--- config.mk ---
export PLATFORM = sky130hd
export DESIGN_NAME = instr_fetch_queue_flat
export DESIGN_NICKNAME = d
export VERILOG_FILES = /design/src/rtl/instr_fetch_queue_pkg.sv /design/src/rtl/instr_fetch_queue_if.sv /design/src/rtl/instr_fetch_queue_fetch_fifo.sv /design/src/rtl/instr_fetch_queue.sv /design/src/flat_wrapper.sv
export SDC_FILE = /design/constraint.sdc
export NUM_CORES = 1
export LEC_CHECK = 0
export CAP_MARGIN = 0
export CORE_MARGIN = 4
export CORE_UTILIZATION = 50
export CTS_CLUSTER_SIZE = 16
export DETAILED_ROUTE_END_ITERATION = 12
export PLACE_DENSITY = 0.78
export RECOVER_POWER = 100
export SLEW_MARGIN = 20
export SYNTH_ARGS = -nofsm -noshare
export SYNTH_HDL_FRONTEND = slang
export SYNTH_SLANG_ARGS = --single-unit
--- constraint.sdc ---
create_clock -name clk -period 3.3 [get_ports clk]
set_input_delay 0.825 -clock clk [delete_from_list [all_inputs] [get_ports clk]]
set_output_delay 0.825 -clock clk [all_outputs]
set_load 0.05 [all_outputs]
--- src/rtl/instr_fetch_queue_pkg.sv ---
// Shared types and defaults for the instruction fetch queue.
// Holds the fetch FSM state encoding and the default geometry and PC constants.
package instr_fetch_queue_pkg;

  typedef enum logic [1:0] {
    IDLE    = 2'd0,
    REQ     = 2'd1,
    DISCARD = 2'd2
  } fetch_state_t;

  localparam int DEF_ADDR_W            = 32;
  localparam int DEF_INSTR_W           = 32;
  localparam int DEF_DEPTH             = 4;
  localparam int unsigned DEF_PC_INC   = 4;
  localparam int unsigned DEF_RESET_PC = 0;

endpackage

--- src/rtl/instr_fetch_queue_if.sv ---
// Bundle of the instruction-memory request channel, redirect input and
// decode-facing queue head. The fetch queue uses the master modport.
interface instr_fetch_queue_if #(
  parameter int ADDR_W  = 32,
  parameter int INSTR_W = 32
);
  // imem: imem_req/imem_addr held stable until the cycle imem_ack=1, which
  // completes the transfer. Decode: head transfers when instr_valid & instr_ready.
  logic               imem_req;
  logic [ADDR_W-1:0]  imem_addr;
  logic               imem_ack;
  logic [INSTR_W-1:0] imem_rdata;
  logic               PCSrc;
  logic [ADDR_W-1:0]  branch_target;
  logic               instr_valid;
  logic [INSTR_W-1:0] Instr;
  logic [ADDR_W-1:0]  instr_pc;
  logic               instr_ready;

  modport master (
    output imem_req, imem_addr, instr_valid, Instr, instr_pc,
    input  imem_ack, imem_rdata, PCSrc, branch_target, instr_ready
  );

  modport slave (
    input  imem_req, imem_addr, instr_valid, Instr, instr_pc,
    output imem_ack, imem_rdata, PCSrc, branch_target, instr_ready
  );
endinterface

--- src/rtl/instr_fetch_queue_fetch_fifo.sv ---
// Small power-of-two FIFO of {pc, instr} entries with flush.
// Flush dominates push and pop; the head reads as zero while empty.
module fetch_fifo #(
  parameter int DEPTH = 4,
  parameter int W     = 64,
  localparam int PTR_W = $clog2(DEPTH),
  localparam int CNT_W = PTR_W + 1
) (
  input  logic             clk,
  input  logic             reset,
  input  logic             i_push,
  input  logic             i_pop,
  input  logic             i_flush,
  input  logic [W-1:0]     i_data,
  output logic [W-1:0]     o_head,
  output logic [CNT_W-1:0] o_count,
  output logic             o_empty
);

  logic [W-1:0]     r_mem [DEPTH];
  logic [PTR_W-1:0] r_wr_ptr;
  logic [PTR_W-1:0] r_rd_ptr;
  logic [CNT_W-1:0] r_count;
  logic             w_do_push;
  logic             w_do_pop;

  assign w_do_push = i_push & ~i_flush;
  assign w_do_pop  = i_pop & ~i_flush & (r_count != '0);

  always_ff @(posedge clk or posedge reset) begin
    if (reset) begin
      r_wr_ptr <= '0;
      r_rd_ptr <= '0;
      r_count  <= '0;
    end else if (i_flush) begin
      r_wr_ptr <= '0;
      r_rd_ptr <= '0;
      r_count  <= '0;
    end else begin
      if (w_do_push) r_wr_ptr <= r_wr_ptr + 1'b1;
      if (w_do_pop)  r_rd_ptr <= r_rd_ptr + 1'b1;
      r_count <= r_count + CNT_W'(w_do_push) - CNT_W'(w_do_pop);
    end
  end

  // Storage needs no reset: count gates every read of it.
  always_ff @(posedge clk) begin
    if (w_do_push) r_mem[r_wr_ptr] <= i_data;
  end

  assign o_empty = (r_count == '0);
  assign o_count = r_count;
  assign o_head  = o_empty ? '0 : r_mem[r_rd_ptr];

endmodule

--- src/rtl/instr_fetch_queue.sv ---
// Fetch stage: owns the PC, issues one instruction-memory read at a time and
// queues returned words with their PCs for decode; redirects flush everything.
module instr_fetch_queue
  import instr_fetch_queue_pkg::*;
#(
  parameter int          ADDR_W   = DEF_ADDR_W,
  parameter int          INSTR_W  = DEF_INSTR_W,
  parameter int          DEPTH    = DEF_DEPTH,
  parameter int unsigned PC_INC   = DEF_PC_INC,
  parameter int unsigned RESET_PC = DEF_RESET_PC
) (
  input  logic                 clk,
  input  logic                 reset,
  instr_fetch_queue_if.master  bus,
  output fetch_state_t         o_dbg_state
);

  localparam int CNT_W = $clog2(DEPTH) + 1;
  localparam logic [ADDR_W-1:0] RST_PC = ADDR_W'(RESET_PC);
  localparam logic [ADDR_W-1:0] INC    = ADDR_W'(PC_INC);

  fetch_state_t               r_state;
  logic [ADDR_W-1:0]          r_fetch_pc;
  logic [ADDR_W-1:0]          r_addr;
  logic                       r_req;

  logic                       w_push;
  logic                       w_pop;
  logic                       w_empty;
  logic [CNT_W-1:0]           w_count;
  logic [ADDR_W+INSTR_W-1:0]  w_head;

  // Only a completed, non-redirected request produces a queue entry.
  assign w_push = (r_state == REQ) & bus.imem_ack & ~bus.PCSrc;
  assign w_pop  = ~w_empty & bus.instr_ready;

  always_ff @(posedge clk or posedge reset) begin
    if (reset) begin
      r_state    <= IDLE;
      r_fetch_pc <= RST_PC;
      r_addr     <= RST_PC;
      r_req      <= 1'b0;
    end else begin
      case (r_state)
        IDLE: begin
          if (bus.PCSrc) begin
            r_fetch_pc <= bus.branch_target;
          end else if (w_count < CNT_W'(DEPTH)) begin
            // Issuing only with a free slot guarantees the response fits.
            r_addr  <= r_fetch_pc;
            r_req   <= 1'b1;
            r_state <= REQ;
          end
        end
        REQ: begin
          if (bus.PCSrc) begin
            r_fetch_pc <= bus.branch_target;
            if (bus.imem_ack) begin
              r_req   <= 1'b0;
              r_state <= IDLE;
            end else begin
              r_state <= DISCARD;
            end
          end else if (bus.imem_ack) begin
            r_fetch_pc <= r_fetch_pc + INC;
            r_req      <= 1'b0;
            r_state    <= IDLE;
          end
        end
        DISCARD: begin
          if (bus.PCSrc) r_fetch_pc <= bus.branch_target;
          if (bus.imem_ack) begin
            r_req   <= 1'b0;
            r_state <= IDLE;
          end
        end
        default: begin
          r_req   <= 1'b0;
          r_state <= IDLE;
        end
      endcase
    end
  end

  fetch_fifo #(
    .DEPTH (DEPTH),
    .W     (ADDR_W + INSTR_W)
  ) u_fifo (
    .clk     (clk),
    .reset   (reset),
    .i_push  (w_push),
    .i_pop   (w_pop),
    .i_flush (bus.PCSrc),
    .i_data  ({r_addr, bus.imem_rdata}),
    .o_head  (w_head),
    .o_count (w_count),
    .o_empty (w_empty)
  );

  assign bus.imem_req    = r_req;
  assign bus.imem_addr   = r_addr;
  assign bus.instr_valid = ~w_empty;
  assign bus.instr_pc    = w_head[ADDR_W+INSTR_W-1:INSTR_W];
  assign bus.Instr       = w_head[INSTR_W-1:0];
  assign o_dbg_state     = r_state;

endmodule
--- src/flat_wrapper.sv ---
// flat-port wrapper written by rule: the top's interface ports become plain ports
module instr_fetch_queue_flat import instr_fetch_queue_pkg::*;
#(
  parameter int          ADDR_W   = DEF_ADDR_W,
  parameter int          INSTR_W  = DEF_INSTR_W,
  parameter int          DEPTH    = DEF_DEPTH,
  parameter int unsigned PC_INC   = DEF_PC_INC,
  parameter int unsigned RESET_PC = DEF_RESET_PC
)
  (clk, reset, o_dbg_state, bus_imem_req, bus_imem_addr, bus_instr_valid, bus_Instr, bus_instr_pc, bus_imem_ack, bus_imem_rdata, bus_PCSrc, bus_branch_target, bus_instr_ready);
  instr_fetch_queue_if #(.ADDR_W(ADDR_W), .INSTR_W(INSTR_W)) bus_i ();
  input  logic clk;
  input  logic reset;
  output fetch_state_t o_dbg_state;
  output wire logic [$bits(bus_i.imem_req)-1:0] bus_imem_req;
  output wire logic [$bits(bus_i.imem_addr)-1:0] bus_imem_addr;
  output wire logic [$bits(bus_i.instr_valid)-1:0] bus_instr_valid;
  output wire logic [$bits(bus_i.Instr)-1:0] bus_Instr;
  output wire logic [$bits(bus_i.instr_pc)-1:0] bus_instr_pc;
  input wire logic [$bits(bus_i.imem_ack)-1:0] bus_imem_ack;
  input wire logic [$bits(bus_i.imem_rdata)-1:0] bus_imem_rdata;
  input wire logic [$bits(bus_i.PCSrc)-1:0] bus_PCSrc;
  input wire logic [$bits(bus_i.branch_target)-1:0] bus_branch_target;
  input wire logic [$bits(bus_i.instr_ready)-1:0] bus_instr_ready;
  assign bus_imem_req = bus_i.imem_req;
  assign bus_imem_addr = bus_i.imem_addr;
  assign bus_instr_valid = bus_i.instr_valid;
  assign bus_Instr = bus_i.Instr;
  assign bus_instr_pc = bus_i.instr_pc;
  assign bus_i.imem_ack = bus_imem_ack;
  assign bus_i.imem_rdata = bus_imem_rdata;
  assign bus_i.PCSrc = bus_PCSrc;
  assign bus_i.branch_target = bus_branch_target;
  assign bus_i.instr_ready = bus_instr_ready;
  instr_fetch_queue #(.ADDR_W(ADDR_W), .INSTR_W(INSTR_W), .DEPTH(DEPTH), .PC_INC(PC_INC), .RESET_PC(RESET_PC)) u_core (.clk(clk), .reset(reset), .bus(bus_i), .o_dbg_state(o_dbg_state));
endmodule
## After elaboration in Yosys (flattened, before gate mapping)

Memory sizes are Yosys's and may differ from the RTL's.
Cells that the tools add are included.

| storage, ports and cells | value |
|---|---|
| output and inout port bits | 100 |
| memories kept | 1 |
| logic and storage cells | 63 |
| RAM bits | 256 |
| bits of input ports | 69 |
| register bits after elaboration | 74 |

Memory list:

| memory | words | bits a word | read ports | clocked after Yosys merged registers in | wr ports | line | text |
|---|---|---|---|---|---|---|---|
| u_core.u_fifo.r_mem | 4 | 64 | 1 | 0 | 1 | instr_fetch_queue_fetch_fifo.sv:20 | `logic [W-1:0] r_mem [DEPTH];` |

| operators by class | value |
|---|---|
| magnitude comparators | 1 |
| mux-type cells | 22 |
| equal/unequal tests | 7 |
| bitwise logic cells | 8 |
| add/sub/neg operators | 5 |
| reductions and logical operators | 12 |

Operators with widths:

| cell | count |
|---|---|
| two-way mux 32 bit | 3 |
| two-way mux 64 bit | 1 |
| one-hot mux 32 bit (2 select lines) | 1 |
| adder 32 x 3 -> 32 bit, second input constant | 1 |
| two-way mux 2 bit | 9 |
| AND reduction 3 bit | 3 |
| bitwise AND 1 bit | 6 |
| != test 2 x 1 -> 1 bit, second input constant | 3 |
| one-hot mux 2 bit (3 select lines) | 1 |
| nonzero test 2 bit | 3 |
| two-way mux 1 bit | 5 |
| adder 2 x 1 -> 2 bit, second input constant | 2 |
| OR reduction 2 bit | 2 |
| adder 3 x 1 -> 3 bit | 1 |
| logical NOT 3 bit | 1 |
| < comparator 3 bit, second input constant | 1 |
| two-way mux 3 bit | 1 |
| != test 3 bit, second input constant | 1 |
| nonzero test 3 bit | 1 |
| subtractor 3 x 1 -> 3 bit | 1 |
| equality test 2 x 1 -> 1 bit, second input constant | 1 |
| equality test 2 bit, second input constant | 1 |
| logical NOT 2 bit | 1 |
| != test 2 bit, second input constant | 1 |
| 3 further kinds | 4 |

## Depth between registers and ports, before layout

Gate-level depths: netlist of the first run.

| depth | value |
|---|---|
| depth in word-level cells | 7 |
| gate-level depth with buffers | 12 |

## Cells and area by module

From an unflattened synthesis of the first run, not the netlist that was laid out.

| unflattened totals | value |
|---|---|
| cell total of the unflattened synthesis | 780 |
| area total of the unflattened synthesis | 13625.6 µm² |

By module, submodules not included:

| module | area an instance (µm²) | instances | cells an instance | sequential area each (µm²) |
|---|---|---|---|---|
| fetch_fifo | 10166.0 | 1 | 451 | 7862.5 |
| instr_fetch_queue | 3459.6 | 1 | 329 | 1676.6 |

## Worst setup path before layout of the first run

Ideal clock, no wire load.

| timing | value |
|---|---|
| path type | reg-to-reg |
| start point | register u_core.r_state[0] (netlist: u_core.o_dbg_state[0]) |
| end point | memory u_core.u_fifo.r_mem[0][0], enable pin |
| cell stages (with the launch flop) | 5 |
| buffers on the path | 0 |
| period minus slack after synthesis | 3.278 ns |
| slack | 0.022 ns |
| setup time | 0.429 ns |
| data arrival time | 2.849 ns |
| data required time | 2.871 ns |
| cell sequence | dfrtp_1 -> ha_1 -> nand2_1 -> nor2_1 -> and2_1 |

| on the way | value |
|---|---|
| word-level cells in the longest chain between the ends | 6 |

RTL lines:

| element | line | text |
|---|---|---|
| start: declaration | instr_fetch_queue.sv:22 | `fetch_state_t r_state;` |
| start signal: assignment | instr_fetch_queue.sv:39 | `r_state <= IDLE;` |
| start signal: assignment | instr_fetch_queue.sv:52 | `r_state <= REQ;` |
| start signal: assignment | instr_fetch_queue.sv:60 | `r_state <= IDLE;` |
| equality test 2 x 1 -> 1 bit | instr_fetch_queue.sv:34 | `assign w_push = (r_state == REQ) & bus.imem_ack & ~bus.PCSrc;` |
| bitwise AND 1 bit (2 in a row) | instr_fetch_queue.sv:34 |  |
| bitwise AND 1 bit | instr_fetch_queue_fetch_fifo.sv:27 | `assign w_do_push = i_push & ~i_flush;` |
| two-way mux 1 bit | instr_fetch_queue_fetch_fifo.sv:48 | `if (w_do_push) r_mem[r_wr_ptr] <= i_data;` |
| two-way mux 1 bit (not written as such) | instr_fetch_queue_fetch_fifo.sv:48 |  |
| end: declaration | instr_fetch_queue_fetch_fifo.sv:20 |  |

Every way passes these cells.

## Final worst setup path of the first run

| timing | value |
|---|---|
| start point | register u_core.u_fifo.r_count[2] (netlist: u_core.u_fifo.o_count[2]) |
| end point | output port bus_Instr[6] |

| on the way | value |
|---|---|
| word-level cells in the longest chain between the ends | 2 |

RTL lines:

| element | line | text |
|---|---|---|
| start: declaration | instr_fetch_queue_fetch_fifo.sv:23 | `logic [CNT_W-1:0] r_count;` |
| start signal: assignment | instr_fetch_queue_fetch_fifo.sv:42 | `r_count <= r_count + CNT_W'(w_do_push) - CNT_W'(w_do_pop);` |
| logical NOT 3 bit | instr_fetch_queue_fetch_fifo.sv:51 | `assign o_empty = (r_count == '0);` |
| two-way mux 64 bit | instr_fetch_queue_fetch_fifo.sv:53 | `assign o_head = o_empty ? '0 : r_mem[r_rd_ptr];` |
| end: declaration | flat_wrapper.sv:18 | `output wire logic [$bits(bus_i.Instr)-1:0] bus_Instr;` |

Every way passes these cells.

==> results of run 1 <==
## kinds of logic after synthesis
group / Yosys count / synth area share
flip-flops: 330 / 0.708
AO/OA/AOI/OAI: 107 / 0.0511
XOR/XNOR: 5 / 0.00325
buffers and inverters: 55 / 0.0162
adder cells (fa/ha/maj): 12 / 0.0117
multiplexers: 99 / 0.136
AND/OR/NAND/NOR: 172 / 0.0736
## state kept, by name (all words and copies together) (netlist names)
register	flops
u_core.bus.imem_addr	32
u_core.bus.imem_req	1
u_core.o_dbg_state	2
u_core.r_fetch_pc	32
u_core.u_fifo.o_count	3
u_core.u_fifo.r_mem	256
u_core.u_fifo.r_rd_ptr	2
u_core.u_fifo.r_wr_ptr	2
## through the flow
stage	total power, mW	hold slack, ns	util	cells
after detailed placement	12.4	0.493	0.597	1266
after CTS	16.2	0.507	0.639	1327
after floorplan	10.2	0.475	-	780
after global routing	16.5	0.540	0.633	1327
final	15.8	0.507	0.633	1327
after global placement	12.3	0.485	0.597	1266
## synthesized netlist by cell type, types with 5 or more instances
library cell | number | share of area
edfxtp_1 | 256 | 0.57
buf_2 | 9 | 0.0033
buf_1 | 6 | 0.0017
dfrtp_1 | 74 | 0.14
o21ai_0 | 19 | 0.0071
nand4_1 | 9 | 0.0042
nor2_1 | 23 | 0.0064
a2bb2oi_1 | 10 | 0.0065
a21oi_1 | 38 | 0.014
ha_1 | 11 | 0.010
mux4_2 | 64 | 0.11
o32ai_1 | 5 | 0.0033
clkbuf_1 | 27 | 0.0075
inv_1 | 13 | 0.0036
mux2_2 | 34 | 0.028
o22ai_1 | 10 | 0.0046
nand3_1 | 18 | 0.0067
nand2_1 | 27 | 0.0075
and2_1 | 71 | 0.033
## where the power goes
part           switching [mW]  leakage, nW  internal, mW
Combinational            3.89         2.04          2.18
Clock                    1.49        0.544          2.23
Sequential              0.661         3.16          5.31
Total                    6.04         5.74          9.72
## final timing paths
path / start / endpoint / slack, ns / cells after the start
setup / recovery: u_core.u_fifo.o_count[2]$_DFF_PP0_ / bus_Instr[6] / 0.12 / 4
hold / removal: u_core.r_fetch_pc[1]$_DFFE_PP0P_ / u_core.bus.imem_addr[1]$_DFFE_PP0P_ / 0.51 / 1
setup reg to reg: u_core.o_dbg_state[1]$_DFFE_PP0P_ / u_core.u_fifo.r_mem[2][0]$_DFFE_PP_ / 0.40 / 7
hold reg to reg: u_core.r_fetch_pc[1]$_DFFE_PP0P_ / u_core.bus.imem_addr[1]$_DFFE_PP0P_ / 0.51 / 1
max in group asynchronous: reset / u_core.bus.imem_addr[8]$_DFFE_PP0P_ / 0.55 / 3
min in group asynchronous: reset / u_core.u_fifo.r_wr_ptr[1]$_DFFE_PP0P_ / 0.98 / 2
## layer usage
layer  global-route usage  routed length (µm)  vias up
li1                     -                   -     3443
met1                0.269               12100     3978
met2                0.315               13800      329
met3               0.0405                2170       40
met4               0.0407                 428        0
met5                    0                   0        -
## critical path, delay by kind of cell (launching register included)
kind                   cells  cell delay, ns
buffers and inverters      2            0.52
DFF                        1            0.41
and+or+nand+nor            2            0.91
## final cells by class
cell class              instances  area [µm²]  area share
inverters                      13        50.0     0.00301
repair buffers                193        1810       0.109
flip-flops and latches        330        9550       0.574
clock inverters                17         125     0.00752
well taps                     335         419      0.0252
clock buffers                  44         972      0.0585
multi-input cells             395        3700       0.223
## timing repair
action	in CTS	in global routing
resized for setup	0	1
endpoints found under the setup margin	0	1
hold buffers	0	0
endpoints found under the hold margin	0	0
==> results.md, run 1 <==
- # IOs: 169
- Antenna violations before repair: 0
- Die X: 172 µm
- Post-CTS setup buffers: 0
- DRT Wirelength: 28.6 mm
- Clk slew on worst S/H paths: 0.06 ns
- CP Max Fanout: 32
- CTS buffer count: 34
- Sum Neg Setup Slack: 0 ns
- Clk_lat worst skew: 0.50 ns
- Post-route DRC: 0
- Crit path cell chain: or3_2, buf_4, and2_1, buf_4
- Root Buffer: clkbuf_16
- Fmax: 314 MHz
- CP peak stage delay: 0.71 ns
- Top_reg_cell synth: edfxtp_1
- Starting density of the core: 0.513
- Vias in the first global route: 7909
- Final setup margin: 0.119 ns
- Largest net degree at the start of global routing: 54
- IO Port Bufs: 168
- Kind of end point of the critical path: output port
- Area Growth Syn to Fin: 23.4%
- HPWL after DPL: 18.3 mm
- Sequential share of the synthesized area: 0.708
- Row cnt: 59
- Placed standard-cell area: 15700 µm²
- Post-synthesis area per instance: 17.3 µm²
- CTS tree: yes
- CTS Buffer Depth: 3
- Commonest non-fill, non-tap cell in the layout: edfxtp_1
- Power density over the cells: 948 nW/µm²
- CP Launch Type: flip-flop
- Syn Nets: 861
- Max-Cap Viols: 0
- Pre-CTS setup slack: 0.336 ns
- TritonRoute pass-1 iters: 5
- Synth async-reset ratio: 0.224
- Tmin final: 3.18 ns
- Core ar.: 26300 µm²
- H-Tree Level Count: 2
- Die height: 172 µm
- Worst endpoint data arrival time: 2.36 ns
- Antenna diode count: 0
- Post-DRT Antenna Nets: 0
- GRT Util Overall: 0.192
- WL/cell: 21.5 µm
- Hold Vio Cnt, Final: 0
- Vias/cell: 5.87
- Critical path's slowest cell: or3_2
- Share of cells above drive strength 1: 0.244
- Leakage: 5.74 nW
- Synthesized flop and latch total: 330
- Netlist Area Pre-Place: 13500 µm²
- Clk_skew: 0.00826 ns
- Commonest cells after routing, fill and taps aside: 256 x edfxtp_1, 72 x dfrtp_1, 70 x dlygate4sd3_1
- Actual slew at the worst max-slew pin: 1.36 ns
- CTS Sinks: 330
- Critical path data required time: 2.47 ns
- EDFF count, synth: 256
- Vias post-DR: 7790
- Unique cell type count in the Yosys netlist: 50
- Fillers: 1864
- Fin nets: 1048
- Status: completed
- Die area: 29600 µm²
- DR iter-0 viols: 710
- Cells after Synth: 780
- RSZ-0062 raised after global routing: no
- RePlAce Congestion: 0.847
- Period Utilization, post-route: 0.964
- Crit Path Class: reg2out
- Critical path's most frequent cell: buf_4
- Final setup viols: 0
- GRT Residual Overflow: 0
- Slew HR: 0.0907
- First-pass GRT wire length: 44.1 mm
- Final Cell Area: 16600 µm²
- Slew Limit Fails: 0
- Peak supply drop: 785 µV
- Ys Warns: 0
- Worst min path class: reg2reg
Note: power is estimated with default switching activity, not from simulation.
==> run 2, diff against run 1 <==
TNS_END_PERCENT = 5   (was not set)
==> results of run 2 <==
The final DEF is identical to that of run 1; final timing and power are the same.
